`config.mk`:
```
export PLATFORM = sky130hd
export DESIGN_NAME = unit_prop_ctrl
export DESIGN_NICKNAME = d
export VERILOG_FILES = /design/src/rtl/unit_prop_ctrl_pkg.sv /design/src/rtl/unit_prop_ctrl_unit_scan.sv /design/src/rtl/unit_prop_ctrl.sv
export SDC_FILE = /design/constraint.sdc
export NUM_CORES = 1
export LEC_CHECK = 0
export BUFFER_PORTS_ARGS = -buffer_cell sky130_fd_sc_hd__buf_2
export CORE_AREA = 2 2 289 291
export CTS_BUF_LIST = sky130_fd_sc_hd__clkbuf_8
export DETAILED_ROUTE_END_ITERATION = 8
export DIE_AREA = 0 0 291 293
export PLACE_DENSITY_LB_ADDON = 0.1
export SYNTH_ARGS = -nofsm -noshare
export SYNTH_HDL_FRONTEND = slang
export SYNTH_HIERARCHICAL = 1
export SYNTH_SLANG_ARGS = --single-unit
```
`constraint.sdc`:
```
create_clock -name clock -period 5.6 [get_ports clock]
set_clock_uncertainty 0.1 [all_clocks]
set_input_delay 1.12 -clock clock [delete_from_list [all_inputs] [get_ports clock]]
set_output_delay 1.12 -clock clock [all_outputs]
set_load 0.02 [all_outputs]
```
`src/rtl/unit_prop_ctrl_pkg.sv`:
```
// unit_prop_ctrl_pkg: formula types, widths and controller state encoding shared by the unit-propagation slice
package unit_prop_ctrl_pkg;
    localparam int VAR_W       = 3;
    localparam int MAX_LITS    = 3;
    localparam int MAX_CLAUSES = 12;
    localparam int LC_W        = $clog2(MAX_LITS + 1);
    localparam int CC_W        = $clog2(MAX_CLAUSES + 1);
    localparam int IDX_W       = $clog2(MAX_CLAUSES);

    typedef struct packed {
        logic [VAR_W-1:0] id;
        logic             pol;
    } lit;

    typedef struct packed {
        logic [LC_W-1:0]   count;
        lit [MAX_LITS-1:0] lits;
    } clause;

    typedef struct packed {
        logic [CC_W-1:0]         count;
        clause [MAX_CLAUSES-1:0] clauses;
    } formula;

    localparam lit zero_lit = '0;

    typedef enum logic [2:0] {
        PC_IDLE,
        PC_SCAN,
        PC_ISSUE,
        PC_WAIT,
        PC_FIN
    } pc_state_t;
endpackage

```
`src/rtl/unit_prop_ctrl_unit_scan.sv`:
```
// unit_prop_ctrl_unit_scan: classifies one clause as empty or unit and exposes its first literal
module unit_prop_ctrl_unit_scan
    import unit_prop_ctrl_pkg::*;
(
    input  clause clause_i,
    output logic  unit_o,
    output logic  empty_o,
    output lit    lit0_o
);
    assign unit_o  = clause_i.count == LC_W'(1);
    assign empty_o = clause_i.count == '0;
    assign lit0_o  = clause_i.lits[0];
endmodule

```
`src/rtl/unit_prop_ctrl.sv`:
```
// unit_prop_ctrl: repeatedly finds a unit clause, propagates its literal and records the implied trail
module unit_prop_ctrl
    import unit_prop_ctrl_pkg::*;
#(
    parameter int MAX_UNITS = 8
) (
    input  logic                         clock,
    input  logic                         reset,
    input  logic                         start,
    input  formula                       in_formula,
    output logic                         pl_find,
    output lit                           pl_lit,
    output formula                       pl_formula,
    input  logic                         pl_ended,
    input  logic                         pl_empty_clause,
    input  logic                         pl_empty_formula,
    input  formula                       pl_out_formula,
    output logic                         done,
    output logic                         busy,
    output logic                         conflict,
    output logic                         sat,
    output formula                       out_formula,
    output lit                           trail [MAX_UNITS],
    output logic [$clog2(MAX_UNITS+1)-1:0] trail_count
);
    localparam int CNT_W = $clog2(MAX_UNITS + 1);
    localparam int TI_W  = MAX_UNITS > 1 ? $clog2(MAX_UNITS) : 1;

    pc_state_t        state_q, state_d;
    formula           wf_q, wf_d;
    logic [IDX_W-1:0] idx_q, idx_d;
    lit               lit_q, lit_d;
    lit               trail_q [MAX_UNITS];
    lit               trail_d [MAX_UNITS];
    logic [CNT_W-1:0] tcnt_q, tcnt_d;
    logic             conflict_q, conflict_d;
    logic             sat_q, sat_d;

    logic             cl_unit, cl_empty;
    lit               cl_lit0;
    logic [CC_W-1:0]  eff_count;
    logic             at_last;

    unit_prop_ctrl_unit_scan u_scan (
        .clause_i (wf_q.clauses[idx_q]),
        .unit_o   (cl_unit),
        .empty_o  (cl_empty),
        .lit0_o   (cl_lit0)
    );

    // clause counts above the storage depth are clamped so the scan never indexes past the array
    assign eff_count = wf_q.count > CC_W'(MAX_CLAUSES) ? CC_W'(MAX_CLAUSES) : wf_q.count;
    assign at_last   = CC_W'(idx_q) == eff_count - CC_W'(1);

    assign pl_lit      = lit_q;
    assign pl_formula  = wf_q;
    assign out_formula = wf_q;
    assign trail       = trail_q;
    assign trail_count = tcnt_q;
    assign conflict    = conflict_q;
    assign sat         = sat_q;

    // next-state and strobe outputs: scan for a unit, hand it off, fold the reduced formula back in
    always_comb begin
        state_d    = state_q;
        wf_d       = wf_q;
        idx_d      = idx_q;
        lit_d      = lit_q;
        trail_d    = trail_q;
        tcnt_d     = tcnt_q;
        conflict_d = conflict_q;
        sat_d      = sat_q;
        pl_find    = 1'b0;
        done       = 1'b0;
        busy       = state_q != PC_IDLE;
        case (state_q)
            PC_IDLE: begin
                if (start) begin
                    wf_d       = in_formula;
                    tcnt_d     = '0;
                    conflict_d = 1'b0;
                    sat_d      = 1'b0;
                    idx_d      = '0;
                    state_d    = PC_SCAN;
                end
            end
            PC_SCAN: begin
                if (wf_q.count == '0) begin
                    sat_d   = 1'b1;
                    state_d = PC_FIN;
                end else if (cl_empty) begin
                    conflict_d = 1'b1;
                    state_d    = PC_FIN;
                end else if (cl_unit) begin
                    lit_d   = cl_lit0;
                    state_d = PC_ISSUE;
                end else if (at_last) begin
                    state_d = PC_FIN;
                end else begin
                    idx_d = idx_q + IDX_W'(1);
                end
            end
            PC_ISSUE: begin
                pl_find = 1'b1;
                state_d = PC_WAIT;
            end
            PC_WAIT: begin
                if (pl_ended) begin
                    trail_d[tcnt_q[TI_W-1:0]] = lit_q;
                    tcnt_d = tcnt_q + CNT_W'(1);
                    wf_d   = pl_out_formula;
                    if (pl_empty_clause) begin
                        conflict_d = 1'b1;
                        state_d    = PC_FIN;
                    end else if (pl_empty_formula) begin
                        sat_d   = 1'b1;
                        state_d = PC_FIN;
                    end else if (tcnt_d == CNT_W'(MAX_UNITS)) begin
                        state_d = PC_FIN;
                    end else begin
                        idx_d   = '0;
                        state_d = PC_SCAN;
                    end
                end
            end
            PC_FIN: begin
                done    = 1'b1;
                state_d = PC_IDLE;
            end
            default: state_d = PC_IDLE;
        endcase
    end

    // state register; reset returns to idle at once, which also drops pl_find
    always_ff @(posedge clock or negedge reset) begin
        if (!reset) begin
            state_q    <= PC_IDLE;
            wf_q       <= '0;
            idx_q      <= '0;
            lit_q      <= zero_lit;
            trail_q    <= '{default: zero_lit};
            tcnt_q     <= '0;
            conflict_q <= 1'b0;
            sat_q      <= 1'b0;
        end else begin
            state_q    <= state_d;
            wf_q       <= wf_d;
            idx_q      <= idx_d;
            lit_q      <= lit_d;
            trail_q    <= trail_d;
            tcnt_q     <= tcnt_d;
            conflict_q <= conflict_d;
            sat_q      <= sat_d;
        end
    end
endmodule
```
Word level (Yosys, flattened, before mapping)
Cells that the tools add are included.
Widths: inputs -> output; s select.
- add/subtract/negate cells: 3
- order comparisons: 4
- equal/unequal tests: 21
- mux-type cells: 44
- bitwise gates (word level): 3
- reduce and logical (&&, ||, !) cells: 14
- operators by type and width (kind ; number):
    $mux 172 ; 2
    $pmux 172 s2 ; 1
    $bmux 14 s4 ; 1
    $mux 4 ; 12
    $bwmux 32 ; 1
    $mux 3 ; 9
    $ne 2x2->1 const B ; 13
    $mux 14 ; 1
    $demux 4 s3 ; 1
    $pmux 3 s4 ; 1
    $pmux 4 s3 ; 1
    $reduce_and 6->1 ; 2
    $mux 1 ; 11
    $reduce_and 10->1 ; 1
    $add 4x1->4 const B ; 2
    $pmux 4 s2 ; 1
    $eq 3x2->1 const B ; 2
    $pmux 1 s3 ; 2
    $reduce_and 3->1 ; 2
    $reduce_bool 3->1 ; 2
    $lt 4x5->1 const B ; 1
    $ne 5x5->1 const B ; 1
    $eq 4x4->1 ; 1
    $eq 4x4->1 const B ; 1
    16 further kinds ; 17
- flip-flop bits (word level): 221
- output and inout port bits: 389

Longest topological paths before layout
- depth in word-level cells: 9
- gate-level depth with buffers: 11
- gate-level depth less buffers: 9

Cells and area by module
The synthesis kept the hierarchy.
- by module, submodules not included (module ; instances ; cells an instance ; area an instance (sq um)):
    unit_prop_ctrl ; 1 ; 1407 ; 12618.4
    unit_prop_ctrl_unit_scan ; 1 ; 6 ; 47.5

Worst setup path before layout
No wires, ideal clock.
- path kind: reg-to-reg
- from: reg idx_q[0]
- to: reg idx_q[0]
- arrival: 2.718 ns
- data required time: 5.372 ns
- path slack: 2.654 ns
- cell stages (with the launch flop): 12
- path buffers: 2
- cell sequence: dfrtp_1 buf_2 buf_2 mux4_2 mux2i_1 o22ai_1 nor2b_4 nor3b_1 a211o_1 o211ai_2 o21bai_2 mux2_1
- elaborated cells on any way between the ends: 15
- classes of those cells: add/sub: 1; eq/ne: 5; mux: 7; reduce/logical: 2
- RTL lines (element ; line ; text):
    start, declared ; unit_prop_ctrl.sv:31 ; logic [IDX_W-1:0] idx_q, idx_d;
    start signal, assigned ; unit_prop_ctrl.sv:148 ; idx_q <= idx_d;
    $bmux 14 s4 ; unit_prop_ctrl.sv:45 ; .clause_i (wf_q.clauses[idx_q]),
    $mux 14 (implied by the code) ; unit_prop_ctrl.sv:45 ;
    $eq 2x1->1 ; unit_prop_ctrl_unit_scan.sv:10 ; assign unit_o = clause_i.count == LC_W'(1);
    via cl_unit ; unit_prop_ctrl.sv:39 ; logic cl_unit, cl_empty;
    $ne 2x2->1 (no source line) ; n/a ;
    $reduce_and 10->1 (no source line) ; n/a ;
The timed path passes the listed nets, and every way through them passes these cells. The select of a mux whose other input is x is not followed.
A chain may end at the register's enable or synchronous reset.

Worst setup path after layout
- from: reg state_q[1]
- to: reg wf_q (netlist bit out_formula[101])
- word-level cells in the longest chain between the ends: 3
- elaborated cells on any way between the ends: 7
- classes of those cells: eq/ne: 3; mux: 1; reduce/logical: 3
- ends and longest elaborated chain (element ; line ; text):
    start, declared ; unit_prop_ctrl.sv:29 ; pc_state_t state_q, state_d;
    start signal, assigned ; unit_prop_ctrl.sv:146 ; state_q <= state_d;
    $eq 3x2->1 / $logic_not 3->1 (equally long branches) ; unit_prop_ctrl.sv:76 ; case (state_q)
    $ne 2x2->1 (no source line) / $reduce_bool 2->1 (equally long branches) ; n/a ;
    $reduce_and 3->1 (no source line) ; n/a ;
    end signal, assigned ; unit_prop_ctrl.sv:147 ; wf_q <= wf_d;
    end, declared ; unit_prop_ctrl.sv:30 ; formula wf_q, wf_d;
Parallel ways exist; a longest one is shown, timed or not.

==> impl_metrics.json <==
{
  "cts-buffers-inserted": 48,
  "fin_nets": 2249,
  "final_util_pct": 20.06,
  "postCtsHoldBufs": 0,
  "grt_max_degree": 150,
  "syn_nets": 1718,
  "core_area_mm2": 0.08185,
  "min_period_ns": 3.334,
  "synthesis.instances": 1365,
  "cp_max_fo": 90,
  "cp_slowest_cell": "a21oi_4",
  "vias_per_cell": 3.888,
  "dr.pass1.iters": 5,
  "ctsRootBufferMaster": "clkbuf_8",
  "grt_pass1_vias": 11990,
  "clock-sinks": 221,
  "post_cts_buffers": 0,
  "yosysWarnings": 6,
  "htreeDepth": 2,
  "min_path_type": "primary input to asynchronous set/reset pin",
  "gp_congestion": 0.7662,
  "fin_tns_setup_ns": 0,
  "power_switching_w": 0.005687,
  "path_clk_slew_ns": 0.06,
  "critPathRequiredTime_ns": 6.02,
  "leakagePower_nw": 8.029,
  "clock.fmax_mhz": 300.0,
  "grt_usage_pct": 13.08,
  "die_w_um": 291,
  "antenna_found_initial": 5,
  "numPortBuffers": 738,
  "wl_met3_um": 3723,
  "postCtsResizedCells": 0,
  "switching_share_pct": 51.50,
  "route.met2.wl_um": 30100,
  "wirelength_um": 58080,
  "netlist_area_mm2": 0.01197,
  "maxSlewViolCount": 0,
  "die-area_mm2": 0.08526,
  "ir_worst_vdd_v": 0.0002981,
  "rows": 105,
  "grt_overflow": 0,
  "critPathArrivalTime_ns": 3.75,
  "seqCellArea_mm2": 0.005533,
  "finalCritPeriodShare_pct": 59.53,
  "status": "completed",
  "path_cells": "nor2b_4 -> nand2_4 -> a21oi_4 -> buf_4 -> buf_12 -> nor2_1 -> a31oi_1",
  "p_total_w": 0.01104,
  "cap_violations": 0,
  "die_h_um": 293,
  "cts_tree": "built",
  "grt_pass1_wl_um": 83430,
  "ant_nets": 0,
  "startpoint_type": "flop",
  "via_count": 11660,
  "seq_power_share_pct": 30.4,
  "drc": 0,
  "p_int_w": 0.005356,
  "hpwl_um": 44080,
  "slowest_delay_ns": 0.83,
  "clk_path_buf_depth": 3,
  "avgSynthCellArea_um2": 8.766,
  "wl_per_cell_um": 19.37,
  "syn_to_final_growth_pct": 37.23,
  "drive_above_1_share_pct": 45.90,
  "hold_viol": 0,
  "drt-initial-drc-count": 444,
  "multi_input_area_mm2": 0.004668,
  "power_frac_comb_pct": 53.0,
  "fill_cells": 9275,
  "p_clk_share_pct": 16.7,
  "worstSkewPairLatency_ns": 0.61,
  "power_density_mw_per_mm2": 672.5,
  "setup_viol": 0,
  "endpoint_kind": "flop",
  "ioPinCount": 739,
  "relSlewSlack_pct": 34.25,
  "rsz0062_at_grt": "no",
  "highest_layer": "met5",
  "wl_met1_um": 23210,
  "initial_utilization_pct": 14.62,
  "worstSetupPathType": "flop to flop",
  "worst_pin_slew_ns": 0.9863
}
area by class of cell:
type,count,share of cell area (%)
Sequential cell,221,33.70
Multi-Input combinational cell,860,28.43
Timing Repair Buffer,756,23.61
Tap cell,1070,8.154
Clock buffer,59,4.946
Clock inverter,23,0.9449
Inverter,9,0.2057
Antenna cell,1,0.01524
stage by stage:
step	setup WS (ns)	std cells	instance area (um2)	hold slack, ns
6_report	2.266	2999	16420	0.3769
5_1_grt	1.892	2999	16420	0.3623
4_1_cts	2.162	2998	16420	0.3293
3_5_place_dp	2.196	2916	15450	0.3704
3_3_place_gp	2.209	2916	15450	0.3701
2_1_floorplan	2.749	1365	11970	0.4770
power groups by stage:
stage,Combinational [W],Sequential [W],Clock [W]
floorplan,0.00390,0.00368,0
global placement,0.00601,0.00344,0
detailed placement,0.00598,0.00346,0
CTS,0.00599,0.00344,0.00195
global route,0.00638,0.00350,0.00202
finish,0.00585,0.00335,0.00184
cell usage in the layout (no fill, tap or decap), drive strengths merged, types with 2 or more instances in the layout:
cell / count
nor3b: 3
a31oi: 174
mux4: 18
o22ai: 6
inv: 29
a31o: 2
a21o: 3
or3: 2
clkbuf: 59
a211o: 2
nor3: 3
nand2: 361
and3: 2
and2: 4
nor2b: 2
dfrtp: 221
xor2: 2
a32o: 2
nor2: 186
bufinv: 2
mux2i: 6
a21oi: 11
ha: 3
mux2: 38
buf: 756
nand3b: 4
nand3: 3
and4b: 2
o21ai: 5
o21bai: 2
worst max-delay path: cells and delay by family, from the launching register on:
kind                   cells  cell delay (ns)
AOI/OAI and AO/OA          2             0.99
buffers and inverters      2             0.64
DFF                        1             0.57
and+or+nand+nor            3             0.81
per-layer routing:
metal | vias up | GRT usage, %
li1 | 5488 | -
met1 | 5616 | 15.05
met2 | 489 | 24.09
met3 | 63 | 3.449
met4 | 4 | 2.932
met5 | - | 0
final timing paths:
kind | slack (ns) | end | depth (start not counted) | start
max | 2.27 | out_formula[101]$_DFFE_PN0P_ | 7 | state_q[1]$_DFFE_PN0P_
max reg2reg | 2.27 | out_formula[101]$_DFFE_PN0P_ | 7 | state_q[1]$_DFFE_PN0P_
max in group asynchronous | 3.84 | out_formula[69]$_DFFE_PN0P_ | 2 | reset
min | 0.38 | out_formula[93]$_DFFE_PN0P_ | 1 | reset
min reg2reg | 0.38 | trail[23]$_DFFE_PN0P_ | 1 | trail[23]$_DFFE_PN0P_
min in group clock | 0.38 | trail[23]$_DFFE_PN0P_ | 1 | trail[23]$_DFFE_PN0P_
state kept, by name (all words and copies together), names as in the netlist:
register	cells
out_formula	172
sat	1
idx_q	4
trail_count	4
state_q	3
pl_lit	4
trail	32
conflict	1
No activity file was read; power rests on OpenSTA's default activity.
